[config.mk]
export PLATFORM = sky130hd
export DESIGN_NAME = legv8_sign_extend_flat
export DESIGN_NICKNAME = d
export VERILOG_FILES = /design/src/rtl/legv8_sign_extend_if.sv /design/src/rtl/legv8_sign_extend.sv /design/src/flat_wrapper.sv
export SDC_FILE = /design/constraint.sdc
export NUM_CORES = 1
export LEC_CHECK = 0
export BUFFER_PORTS_ARGS = -buffer_cell sky130_fd_sc_hd__clkbuf_2
export CAP_MARGIN = 20
export CELL_PAD_IN_SITES_DETAIL_PLACEMENT = 2
export CELL_PAD_IN_SITES_GLOBAL_PLACEMENT = 2
export CORE_MARGIN = 2
export CORE_UTILIZATION = 25
export CTS_BUF_LIST = sky130_fd_sc_hd__clkbuf_4
export CTS_CLUSTER_SIZE = 40
export DETAILED_ROUTE_END_ITERATION = 10
export PLACE_DENSITY_LB_ADDON = 0.12
export SETUP_SLACK_MARGIN = 0.05
export SLEW_MARGIN = 20
export SYNTH_ARGS = -nofsm -noshare
export SYNTH_HDL_FRONTEND = slang
export SYNTH_SLANG_ARGS = --single-unit
[constraint.sdc]
create_clock -name clk -period 1 [get_ports clk]
set_input_delay 0.15 -clock clk [delete_from_list [all_inputs] [get_ports clk]]
set_output_delay 0.15 -clock clk [all_outputs]
set_load 0.05 [all_outputs]
[src/rtl/legv8_sign_extend_if.sv]
// Interface bundle for legv8_sign_extend: the instruction input handshake
// (valid_i/instr_i) and the registered immediate result (valid_o/imm_o/fmt_o).
// The master side feeds instructions; the slave side is the extender itself.
interface legv8_sign_extend_if;
    logic        valid_i;
    logic [31:0] instr_i;
    logic        valid_o;
    logic [63:0] imm_o;
    logic [2:0]  fmt_o;

    modport master (
        output valid_i,
        output instr_i,
        input  valid_o,
        input  imm_o,
        input  fmt_o
    );

    modport slave (
        input  valid_i,
        input  instr_i,
        output valid_o,
        output imm_o,
        output fmt_o
    );
endinterface

[src/rtl/legv8_sign_extend.sv]
// legv8_sign_extend: LEGv8 immediate extractor/extender with one cycle latency.
// Decodes the instruction format from its opcode bits, picks that format's
// immediate field, extends it to 64 bits and registers it with the format code.
// Branch offsets leave here unshifted; the word shift lives in the branch adder.
//
// Build option: define LEGV8_SIGNED_OFFSET_EN to sign-extend the imm26, imm19
// and imm9 fields. Left undefined, those fields are zero-extended. The I-format
// imm12 is zero-extended in both builds.
module legv8_sign_extend (
    input  logic                   clk,
    input  logic                   rst_n,
    legv8_sign_extend_if.slave     bus
);

    typedef enum logic [2:0] {
        FMT_NONE  = 3'd0,
        FMT_B     = 3'd1,
        FMT_CB    = 3'd2,
        FMT_BCOND = 3'd3,
        FMT_D     = 3'd4,
        FMT_I     = 3'd5
    } fmt_e;

    logic [31:0] instr;
    logic [63:0] imm26_x;
    logic [63:0] imm19_x;
    logic [63:0] imm9_x;
    logic [63:0] imm12_x;

    logic [63:0] imm_d, imm_q;
    fmt_e        fmt_d, fmt_q;
    logic        valid_q;

    // Register numbers (Rt/Rd) sit in bits [4:0] and never reach the outputs.
    logic        unused_reg_bits;

    assign instr           = bus.instr_i;
    assign unused_reg_bits = ^instr[4:0];

`ifdef LEGV8_SIGNED_OFFSET_EN
    // Offsets are two's complement: replicate the field MSB up to bit 63.
    assign imm26_x = {{38{instr[25]}}, instr[25:0]};
    assign imm19_x = {{45{instr[23]}}, instr[23:5]};
    assign imm9_x  = {{55{instr[20]}}, instr[20:12]};
`else
    // Offsets are treated as unsigned magnitudes.
    assign imm26_x = {38'd0, instr[25:0]};
    assign imm19_x = {45'd0, instr[23:5]};
    assign imm9_x  = {55'd0, instr[20:12]};
`endif

    // Logical/arithmetic immediates are always unsigned.
    assign imm12_x = {52'd0, instr[21:10]};

    // Priority decode of the format and selection of its extended field.
    always_comb begin
        // NOTE: every output of this block gets a default first, so no path
        // through the if/else chain can leave it unassigned and infer a latch.
        fmt_d = FMT_NONE;
        imm_d = 64'd0;
        if (instr[30:26] == 5'b00101) begin
            fmt_d = FMT_B;
            imm_d = imm26_x;
        end else if (instr[31:25] == 7'b1011010) begin
            fmt_d = FMT_CB;
            imm_d = imm19_x;
        end else if (instr[31:24] == 8'b01010100) begin
            fmt_d = FMT_BCOND;
            imm_d = imm19_x;
        end else if (instr[29:24] == 6'b111000) begin
            fmt_d = FMT_D;
            imm_d = imm9_x;
        end else if (((instr[28:24] == 5'b10001) || (instr[28:24] == 5'b10010))
                     && (instr[23:22] == 2'b00)) begin
            fmt_d = FMT_I;
            imm_d = imm12_x;
        end
    end

    // Capture the decoded result on valid cycles; valid_o tracks valid_i.
    always_ff @(posedge clk or negedge rst_n) begin
        // NOTE: state is updated with non-blocking assignments so every
        // register samples pre-edge values regardless of statement order.
        if (!rst_n) begin
            imm_q   <= 64'd0;
            fmt_q   <= FMT_NONE;
            valid_q <= 1'b0;
        end else begin
            valid_q <= bus.valid_i;
            if (bus.valid_i) begin
                imm_q <= imm_d;
                fmt_q <= fmt_d;
            end
        end
    end

    assign bus.imm_o   = imm_q;
    assign bus.fmt_o   = fmt_q;
    assign bus.valid_o = valid_q;

endmodule

[src/flat_wrapper.sv]
// flat-port wrapper written by rule: the top's interface ports become plain ports
module legv8_sign_extend_flat 
  (clk, rst_n, bus_valid_i, bus_instr_i, bus_valid_o, bus_imm_o, bus_fmt_o);
  legv8_sign_extend_if bus_i ();
  input  logic clk;
  input  logic rst_n;
  input wire logic [$bits(bus_i.valid_i)-1:0] bus_valid_i;
  input wire logic [$bits(bus_i.instr_i)-1:0] bus_instr_i;
  output wire logic [$bits(bus_i.valid_o)-1:0] bus_valid_o;
  output wire logic [$bits(bus_i.imm_o)-1:0] bus_imm_o;
  output wire logic [$bits(bus_i.fmt_o)-1:0] bus_fmt_o;
  assign bus_i.valid_i = bus_valid_i;
  assign bus_i.instr_i = bus_instr_i;
  assign bus_valid_o = bus_i.valid_o;
  assign bus_imm_o = bus_i.imm_o;
  assign bus_fmt_o = bus_i.fmt_o;
  legv8_sign_extend u_core (.clk(clk), .rst_n(rst_n), .bus(bus_i));
endmodule
==> key figures, run 1 <==
Run status
  • Outcome: finished with violations
  • Failing checks: setup timing

Drt
  • DR vias/cell: 4.69
  • DR pass1 iterations: 4
  • # DRC: 0
  • Initial drt markers: 67
  • Post-Route WL: 7.31 mm
  • Post-route ant nets: 0
  • Via count: 1,918
  • WL per Instance: 17.9 µm

Synth
  • Mapped Avg Cell Area: 9.48 µm²
  • Mapped Area: 0.00184 mm²
  • Flops & latches, synth: 30
  • Yosys Warn Count: 0
  • Synth cell types: 37
  • Seq/Total Area, Yosys: 40.8%
  • Synth Instances: 194
  • Post-synth EDFFs: 0
  • Ys async rst share: 100%
  • Post-synth top flop: dfrtp_1

Die
  • Die Area: 0.00806 mm²
  • FP Rows: 31
  • Die X: 89.8 µm
  • I/O pins: 103
  • Core area: 0.00718 mm²
  • Die Y: 89.8 µm
  • Initial Util: 25.6%

Placement
  • Placed Area: 0.00241 mm²
  • DPL Wire Length: 4.80 mm
  • Buffers on Ports: 64
  • GPL Wtd Cong: 0.757

Timing
  • Setup-failing EPs final: 58
  • Final Slew Violations: 0
  • Max Freq: 860 MHz
  • Max-slew headroom: 65.9%
  • Worst setup margin: -0.163 ns
  • Tmin final: 1.16 ns
  • Worst Tran Pin Value: 0.510 ns
  • Setup TNS: -4.26 ns
  • Fin. Hold Viols: 0
  • Final Skew: 0 ns
  • Setup repair after global routing missed its margin: yes
  • Tcrit/Tclk final: 116%

Global routing
  • Initial antenna violation count: 0
  • GRT Residual Overflow: 0
  • Vias in the first global route: 2,061
  • Gr usage total: 17.5%
  • Largest net degree at the start of global routing: 31
  • First-pass GRT wire length: 11.3 mm

Critical path
  • Cell Chain, Critical Path: buf_8 -> or4b_4 -> nor3_4 -> buf_4 -> a221oi_1 -> o211ai_1
  • Setup slack, reg-to-reg: -0.02 ns
  • Worst setup path endpoint: u_core.bus.imm_o[7]
  • CP Data Required Time: 1.25 ns
  • Slowest-stage cell, CP: or4b_4
  • CP peak stage delay: 0.54 ns
  • Crit path from: bus_instr_i[27]
  • Worst r2r src: u_core.bus.fmt_o[1]
  • Crit. path cell count: 6
  • Worst EP arrival: 1.42 ns
  • Reg2Reg Capture Point: u_core.bus.fmt_o[1]
  • CP startpoint kind: input pin
  • Worst Path Buf+Inv: 2
  • Max Fanout on Critical Path: 3
  • Critical path type: input pin to register
  • Reg2reg path depth: 3
  • CP endpoint kind: register
  • Top cell family by delay on the critical path: simple AND/OR/NAND/NOR gates

Final layout
  • Layout cells sized above 1: 48.1%
  • Fillers: 771
  • Inserted Diodes: 0
  • Most frequent cells in the layout: conb_1 (38), buf_4 (38), buf_8 (33), clkbuf_2 (30), dfrtp_1 (30)
  • Nets@finish: 344
  • Post-route cell area: 0.00319 mm²
  • Syn-to-layout area delta: 73.7%

Clock tree
  • Root Buffer: clkbuf_4
  • CTS max path bufs: 2
  • Clk slew on worst S/H paths: 0.11 ns
  • CTS HTree Levels: 2
  • Sink Count: 30
  • Latest clock arrival within the worst-skew pair: 0.33 ns
  • Total CTS buffers: 5
  • TritonCTS clock tree: done

Power and ir drop
  • Worst VDD drop: 0.000394 V
  • Power Dens Cells: 1020 mW/mm²
  • Leak: 1.50 nW
  • Power, Total: 0.00325 W

Worst hold path
  • Hold WC Path Type: input pin to register

Job
  • Max-Cap Viols: 0
-- registers in the layout (all words and copies together), names as in the netlist --
name,count
u_core.bus.valid_o,1
u_core.bus.fmt_o,3
u_core.bus.imm_o,26
-- tightest hold or removal path, stage by stage --
cell,delay [ns]
clkbuf_2,0.08
a31oi_1,0.07
o21ai_1,0.06
-- layout make-up --
class | instances | area, µm² | area share [%]
repair buffers | 119 | 1220 | 38.2
multi-input cells | 151 | 1040 | 32.5
flip-flops and latches | 30 | 751 | 23.5
well taps | 99 | 124 | 3.88
clock buffers | 6 | 45.0 | 1.41
clock inverters | 2 | 8.76 | 0.274
inverters | 2 | 7.51 | 0.235
-- stage by stage --
step | worst slack [ns] | utilization [%] | hold slack (ns) | std cells
CTS | -0.158 | 41.6 | 0.0462 | 394
detailed placement | -0.529 | 33.6 | 0.127 | 371
floorplan | -0.303 | - | -0.146 | 231
global route | -0.228 | 44.5 | 0.0519 | 409
global placement | -0.464 | 33.6 | 0.129 | 371
finish | -0.163 | 44.5 | 0.0570 | 409
-- synth_stat cells (2+ instances only) --
cell type | count | area, µm²
a221oi_1 | 16 | 140
a2bb2oi_1 | 2 | 17.5
a31oi_1 | 7 | 43.8
buf_2 | 3 | 15.0
buf_4 | 39 | 293
clkbuf_1 | 5 | 18.8
dfrtp_1 | 30 | 751
nand2_1 | 11 | 41.3
nand3_1 | 6 | 30.0
nor2_1 | 17 | 63.8
nor2b_1 | 7 | 43.8
o2111ai_1 | 2 | 17.5
o211ai_1 | 3 | 22.5
o21ai_0 | 10 | 50.1
o21ai_1 | 8 | 40.0
o2bb2ai_1 | 7 | 61.3
-- cells by family (layout without fill, tap and decap cells) --
logic type | after synthesis | count (layout) | synth area share, %
other cells | 1 | 38 | 0.204
mux | 1 | 1 | 0.612
xor+xnor | 1 | 1 | 0.476
simple gates | 51 | 51 | 15.6
buf+inv | 50 | 129 | 18.8
flops | 30 | 30 | 40.8
compound gates | 60 | 60 | 23.5
-- repair_timing --
item | CTS | global route
buffers inserted | 11 | 15
gates cloned | 4 | 0
resized for setup | 77 | 41
hold buffers | 1 | 0
pin swaps | 7 | 6
endpoints found under the setup margin | 58 | 59
endpoints found under the hold margin | 30 | 0
-- report_power, final --
| part | switching (W) | leakage, nW | internal (W) |
|---|---|---|---|
| combinational | 0.000790 | 1.07 | 0.000375 |
| clock | 0.000487 | 0.0331 | 0.000292 |
| sequential | 0.0000471 | 0.401 | 0.00126 |
| total | 0.00132 | 1.50 | 0.00193 |
-- worst min path at each step --
stage	startpoint	end	slack [ns]	cells past startpoint
2_1_floorplan	rst_n	u_core.bus.fmt_o[0]	-0.15	0
3_3_place_gp	rst_n	u_core.bus.imm_o[6]	0.13	2
3_5_place_dp	rst_n	u_core.bus.imm_o[6]	0.13	2
4_1_cts	bus_instr_i[0]	u_core.bus.imm_o[0]	0.05	3
5_1_grt	bus_instr_i[2]	u_core.bus.imm_o[2]	0.05	3
6_report	bus_instr_i[3]	u_core.bus.imm_o[3]	0.06	3
-- routing by layer --
layer	vias up	GRT usage [%]	wire, µm
li1	869	-	-
met1	977	23.1	3130
met2	68	29.7	3730
met3	4	3.86	414
met4	0	3.46	40
met5	-	0	0
Power figures use the tool's default switching activity.
==> run 2, diff against run 1 <==
- SETUP_SLACK_MARGIN: 0.05 -> 0.02
==> run 2 against run 1 <==
Largest power group unchanged. Highest routed layer unchanged. Global-route usage is 0.91 points lower. Hold slack worse by 0.015 ns. Non-clock buffer count is 5 lower. The flow still finishes with violations (setup timing). Final cell count is 1.2% lower. Register-to-register slack hardly changed. Routed wire length is 4.0% lower. Sequential share of layout area is 0.71 points higher. Fmax is 1.3% higher. Clock power hardly changed.
==> key figures, run 2 (synthesized netlist as in run 1, its figures left out) <==
Run status
  • Outcome: finished with violations
  • Failing checks: setup timing

Timing
  • Max Freq: 871 MHz (+1.3%)
  • Setup TNS: -3.82 ns (+0.441 ns)
  • Tcrit/Tclk final: 115% (-1.5 points)
  • Fin. Hold Viols: 0 (unchanged)
  • Max-slew headroom: 65.2% (-0.68 points)
  • Setup repair after global routing missed its margin: yes
  • Final Skew: 0 ns (unchanged)
  • Final Slew Violations: 0 (unchanged)
  • Setup-failing EPs final: 52 (-10%)
  • Tmin final: 1.15 ns (-0.0151 ns)
  • Worst setup margin: -0.148 ns (+0.0151 ns)
  • Worst Tran Pin Value: 0.509 ns (-0.00161 ns)

Critical path
  • Max Fanout on Critical Path: 3 (unchanged)
  • CP endpoint kind: register
  • Worst r2r src: u_core.bus.fmt_o[1]
  • Reg2Reg Capture Point: u_core.bus.fmt_o[1]
  • Reg2reg path depth: 3 (unchanged)
  • Worst Path Buf+Inv: 2 (unchanged)
  • Critical path type: input pin to register
  • CP peak stage delay: 0.54 ns (about the same)
  • Top cell family by delay on the critical path: simple AND/OR/NAND/NOR gates
  • CP startpoint kind: input pin
  • Worst EP arrival: 1.42 ns (about the same)
  • Slowest-stage cell, CP: or4b_4
  • CP Data Required Time: 1.27 ns (+0.02 ns)
  • Setup slack, reg-to-reg: -0.03 ns (about the same)
  • Cell Chain, Critical Path: buf_8 -> or4b_4 -> nor3_4 -> buf_4 -> a221oi_1 -> o211ai_1

Power and ir drop
  • Internal Power: 0.00192 W (-0.39%)
  • Leak: 1.45 nW (-3.3%)
  • Power, Total: 0.00324 W (-0.41%)
  • Sw Share: 40.7% (about the same)
  • Power Dens Cells: 1050 mW/mm² (+2.6%)
  • Comb pwr share: 35.5% (-0.3 points)
  • Clock power share: 24.1% (+0.2 points)
  • P_sw: 0.00132 W (-0.43%)
  • Worst VDD drop: 0.000392 V (-0.51%)
  • Flop pwr share: 40.4% (+0.2 points)

Placement
  • DPL Wire Length: 4.80 mm (unchanged)
  • GPL Wtd Cong: 0.757 (unchanged)
  • Placed Cells: 371 (unchanged)
  • Placed Area: 0.00241 mm² (unchanged)
  • Buffers on Ports: 64 (unchanged)

Drt
  • DR vias/cell: 4.65 (-0.77%)
  • WL per Instance: 17.4 µm (-2.8%)
  • Initial drt markers: 74 (+10%)
  • # DRC: 0 (unchanged)
  • Post-Route WL: 7.02 mm (-4.0%)
  • Via count: 1,880 (-2.0%)
  • DR pass1 iterations: 4 (unchanged)
  • Post-route ant nets: 0 (unchanged)

Worst hold path
  • Min-delay src: bus_instr_i[0]
  • Hold depth: 3 (unchanged)
  • Min-Delay Endpoint: u_core.bus.imm_o[0]
  • Hold WC Path Type: input pin to register

Clock tree
  • Latest clock arrival within the worst-skew pair: 0.34 ns (about the same)
  • TritonCTS clock tree: done
  • Total CTS buffers: 5 (unchanged)
  • CTS max path bufs: 2 (unchanged)
  • Root Buffer: clkbuf_4
  • Sink Count: 30 (unchanged)
  • Clk slew on worst S/H paths: 0.11 ns (about the same)
  • CTS HTree Levels: 2 (unchanged)

Final layout
  • Area of the multi-input gates: 0.00104 mm² (+0.72%)
  • Max reg flops: 26 (unchanged)
  • Nets@finish: 339 (-1.5%)
  • Fillers: 782 (+1.4%)
  • Register area: 751 µm² (unchanged)
  • Post-route cell area: 0.00310 mm² (-2.9%)
  • Syn-to-layout area delta: 68.6%
  • Layout cells sized above 1: 47.5% (-0.52 points)
  • Most common cell after layout, fill and taps aside: buf_4
  • Inserted Diodes: 0 (unchanged)
  • Non-filler cells, final: 404 (-1.2%)
  • Most frequent cells in the layout: buf_4 (40), conb_1 (38), buf_8 (33), dfrtp_1 (30), clkbuf_2 (28)

Die
  • I/O pins: 103 (unchanged)
  • Die Y: 89.8 µm (unchanged)
  • Die X: 89.8 µm (unchanged)
  • Core area: 0.00718 mm² (unchanged)
  • Die Area: 0.00806 mm² (unchanged)
  • FP Rows: 31 (unchanged)
  • Initial Util: 25.6% (unchanged)

Global routing
  • GRT Residual Overflow: 0 (unchanged)
  • Largest net degree at the start of global routing: 31 (unchanged)
  • Gr usage total: 16.6% (-0.91 points)
  • First-pass GRT wire length: 10.8 mm (-4.5%)
  • Vias in the first global route: 2,015 (-2.2%)
  • Initial antenna violation count: 0 (unchanged)

Job
  • Max-Cap Viols: 0 (unchanged)
[run 2: changes by cell type in the layout (fill, tap and decap cells not counted), sizes merged]
cell and delta:
buf -3, clkbuf -2
[run 2: layout make-up]
type                    instances  share of cell area [%]
multi-input cells             151                    33.7
well taps                      99                    4.00
flip-flops and latches         30                    24.2
inverters                       2                   0.242
clock inverters                 2                   0.282
repair buffers                114                    36.1
clock buffers                   6                    1.45
[run 2: metrics by stage]
| step | utilization [%] | setup WS [ns] | hold WS [ns] |
|---|---|---|---|
| after floorplan | - | -0.303 | -0.146 |
| after global placement | 33.6 | -0.464 | 0.129 |
| after detailed placement | 33.6 | -0.529 | 0.127 |
| after CTS | 39.1 | -0.158 | 0.0462 |
| after global routing | 43.2 | -0.204 | 0.0459 |
| final | 43.2 | -0.148 | 0.0421 |
[run 2: power by group through the flow]
stage	clock network [W]	registers, W	logic (W)
floorplan	0	0.00149	0.000594
global placement	0	0.00131	0.000963
detailed placement	0	0.00131	0.000969
CTS	0.000798	0.00130	0.00106
global route	0.000850	0.00132	0.00122
finish	0.000780	0.00131	0.00115
[run 2: routing by layer]
layer	up-vias	wire, µm	share of wire (%)	global-route usage, %
li1	861	-	-	-
met1	948	3010	43	22.0
met2	65	3540	50	27.9
met3	6	408	5.8	3.86
met4	0	64	0.91	3.46
met5	-	0	0	0
[run 2: worst max path at each step]
stage / end / depth (start not counted) / slack, ns / from
2_1_floorplan: u_core.bus.imm_o[1] / 5 / -0.30 / bus_instr_i[27]
3_3_place_gp: u_core.bus.imm_o[7] / 6 / -0.46 / bus_instr_i[27]
3_5_place_dp: u_core.bus.imm_o[11] / 6 / -0.53 / bus_instr_i[27]
4_1_cts: u_core.bus.imm_o[7] / 6 / -0.16 / bus_instr_i[27]
5_1_grt: u_core.bus.imm_o[11] / 6 / -0.20 / bus_instr_i[27]
6_report: u_core.bus.imm_o[7] / 6 / -0.15 / bus_instr_i[27]
[run 2: what timing repair did]
item / CTS / global route
endpoints found under the hold margin: 30 / 0
hold buffers: 1 / 0
setup endpoints to repair: 56 / 58
setup buffers: 8 / 13
pin swaps: 1 / 6
gates cloned: 0 / 3
gates resized for setup: 63 / 59
[run 2: worst min-delay path: stages]
cell      delay, ns
clkbuf_2       0.08
a31oi_1        0.07
o21ai_1        0.06
==> run 3, diff against run 2 <==
- SKIP_LAST_GASP: unset -> 1
==> run 3 against run 2 <==
The run still ends with setup timing left. Fmax is essentially flat. Clock skew is the same. Combinational power is essentially flat. Register-to-register slack is essentially flat. Largest cell class unchanged.
==> key figures, run 3 (synthesized netlist as in run 1, its figures left out) <==
Run status
  • Outcome: finished with violations
  • Failing checks: setup timing

Global routing
  • GRT Residual Overflow: 0 (unchanged)
  • Vias in the first global route: 2,013 (-0.099%)
  • First-pass GRT wire length: 10.8 mm (-0.13%)
  • Initial antenna violation count: 0 (unchanged)
  • Gr usage total: 16.6% (-0.018 points)
  • Largest net degree at the start of global routing: 31 (unchanged)

Placement
  • Post-Place Setup Slack: -0.529 ns (unchanged)
  • DPL Wire Length: 4.80 mm (unchanged)
  • Buffers on Ports: 64 (unchanged)
  • GPL Wtd Cong: 0.757 (unchanged)
  • Placed Cells: 371 (unchanged)

Worst hold path
  • Hold depth: 3 (unchanged)
  • Min-delay src: bus_instr_i[3]
  • Hold WC Path Type: input pin to register
  • Min-Delay Endpoint: u_core.bus.imm_o[3]

Timing
  • Tcrit/Tclk final: 115% (about the same)
  • Tmin final: 1.15 ns (+0.000740 ns)
  • Max-slew headroom: 65.2% (about the same)
  • Final Skew: 0 ns (unchanged)
  • Setup repair after global routing missed its margin: yes
  • Setup-failing EPs final: 52 (unchanged)
  • Worst setup margin: -0.149 ns (-0.000740 ns)
  • Hold WS: 0.0469 ns (+0.00479 ns)
  • Setup TNS: -3.85 ns (-0.0349 ns)
  • Worst Tran Pin Value: 0.508 ns (-0.000407 ns)
  • Fin. Hold Viols: 0 (unchanged)
  • Final Slew Violations: 0 (unchanged)
  • Max Freq: 870 MHz (about the same)

Job
  • Max-Cap Viols: 0 (unchanged)

Critical path
  • CP endpoint kind: register
  • Critical path type: input pin to register
  • Reg2Reg Capture Point: u_core.bus.fmt_o[1]
  • Setup slack, reg-to-reg: -0.03 ns (about the same)
  • Worst EP arrival: 1.42 ns (about the same)
  • Worst r2r src: u_core.bus.fmt_o[1]
  • Reg2reg path depth: 3 (unchanged)
  • CP startpoint kind: input pin
  • CP Data Required Time: 1.27 ns (about the same)
  • Max Fanout on Critical Path: 3 (unchanged)

Die
  • I/O pins: 103 (unchanged)
  • Initial Util: 25.6% (unchanged)
  • Core area: 0.00718 mm² (unchanged)
  • FP Rows: 31 (unchanged)
  • Die Area: 0.00806 mm² (unchanged)
  • Die X: 89.8 µm (unchanged)
  • Die Y: 89.8 µm (unchanged)

Clock tree
  • Latest clock arrival within the worst-skew pair: 0.34 ns (about the same)
  • Total CTS buffers: 5 (unchanged)
  • Clk slew on worst S/H paths: 0.11 ns (about the same)
  • TritonCTS clock tree: done
  • Sink Count: 30 (unchanged)
  • CTS HTree Levels: 2 (unchanged)
  • Root Buffer: clkbuf_4
  • CTS max path bufs: 2 (unchanged)

Drt
  • DR pass1 iterations: 4 (unchanged)
  • DR vias/cell: 4.69 (+0.80%)
  • Initial drt markers: 60 (-19%)
  • Post-route ant nets: 0 (unchanged)
  • WL per Instance: 17.4 µm (+0.11%)
  • # DRC: 0 (unchanged)
  • Via count: 1,895 (+0.80%)
  • Post-Route WL: 7.03 mm (+0.11%)

Final layout
  • Most common cell after layout, fill and taps aside: buf_4
  • Nets@finish: 339 (unchanged)
  • Inserted Diodes: 0 (unchanged)
  • Fillers: 782 (unchanged)
  • Syn-to-layout area delta: 68.3%
  • Max reg flops: 26 (unchanged)
  • Most frequent cells in the layout: buf_4 (40), conb_1 (38), buf_8 (32), dfrtp_1 (30), clkbuf_2 (29)
  • Layout cells sized above 1: 47.2% (-0.33 points)
  • Non-filler cells, final: 404 (unchanged)

Power and ir drop
  • Comb pwr share: 35.5% (about the same)
  • P_sw: 0.00132 W (-0.26%)
  • Flop pwr share: 40.5% (about the same)
  • Internal Power: 0.00192 W (-0.17%)
  • Power Dens Cells: 1040 mW/mm² (about the same)
  • Clock power share: 24.0% (about the same)
  • Worst VDD drop: 0.000391 V (-0.26%)
  • Power, Total: 0.00323 W (-0.21%)
  • Leak: 1.45 nW (about the same)
  • Sw Share: 40.7% (about the same)
## run 3: critical path, stage by stage
cell and delay (ns):
buf_8 0.10, or4b_4 0.54, nor3_4 0.19, buf_4 0.18, a221oi_1 0.09, o211ai_1 0.17
## run 3: final cells by class
type,count,area [µm²],share of cell area (%)
clock inverter,2,8.76,0.283
inverter,2,7.51,0.243
timing repair buffer,114,1120,36.1
multi-input combinational,151,1040,33.7
tap,99,124,4.00
clock buffer,6,45.0,1.46
sequential,30,751,24.3
## run 3: worst max-delay path by stage
stage / startpoint / to / slack [ns] / cells past startpoint
floorplan: bus_instr_i[27] / u_core.bus.imm_o[1] / -0.30 / 5
global placement: bus_instr_i[27] / u_core.bus.imm_o[7] / -0.46 / 6
detailed placement: bus_instr_i[27] / u_core.bus.imm_o[11] / -0.53 / 6
CTS: bus_instr_i[27] / u_core.bus.imm_o[7] / -0.16 / 6
global route: bus_instr_i[27] / u_core.bus.imm_o[11] / -0.20 / 6
finish: bus_instr_i[27] / u_core.bus.imm_o[8] / -0.15 / 6
## run 3: power by group through the flow
stage | combinational, W | sequential (W) | clock [W]
4_1_cts | 0.00106 | 0.00130 | 0.000798
5_1_grt | 0.00121 | 0.00132 | 0.000850
2_1_floorplan | 0.000594 | 0.00149 | 0
6_report | 0.00115 | 0.00131 | 0.000778
3_5_place_dp | 0.000969 | 0.00131 | 0
3_3_place_gp | 0.000963 | 0.00131 | 0
## run 3: stage by stage
| stage | area [µm²] | util, % |
|---|---|---|
| 2_1_floorplan | 2130 | - |
| 3_3_place_gp | 2410 | 33.6 |
| 3_5_place_dp | 2410 | 33.6 |
| 4_1_cts | 2800 | 39.0 |
| 5_1_grt | 3100 | 43.1 |
| 6_report | 3100 | 43.1 |
## run 3: repair_timing
action | CTS | global route
hold endpoints to repair | 30 | 0
pin swaps | 1 | 6
gates cloned | 0 | 3
gates resized for setup | 62 | 56
hold buffers | 1 | 0
setup endpoints to repair | 56 | 58
setup buffers | 8 | 13
## run 3: routing by layer
layer / vias to the layer above / wire, µm / GRT usage (%)
met4: 0 / 63 / 3.46
met5: - / 0 / 0
met1: 959 / 3010 / 21.9
met2: 65 / 3540 / 27.9
li1: 865 / - / -
met3: 6 / 411 / 3.86
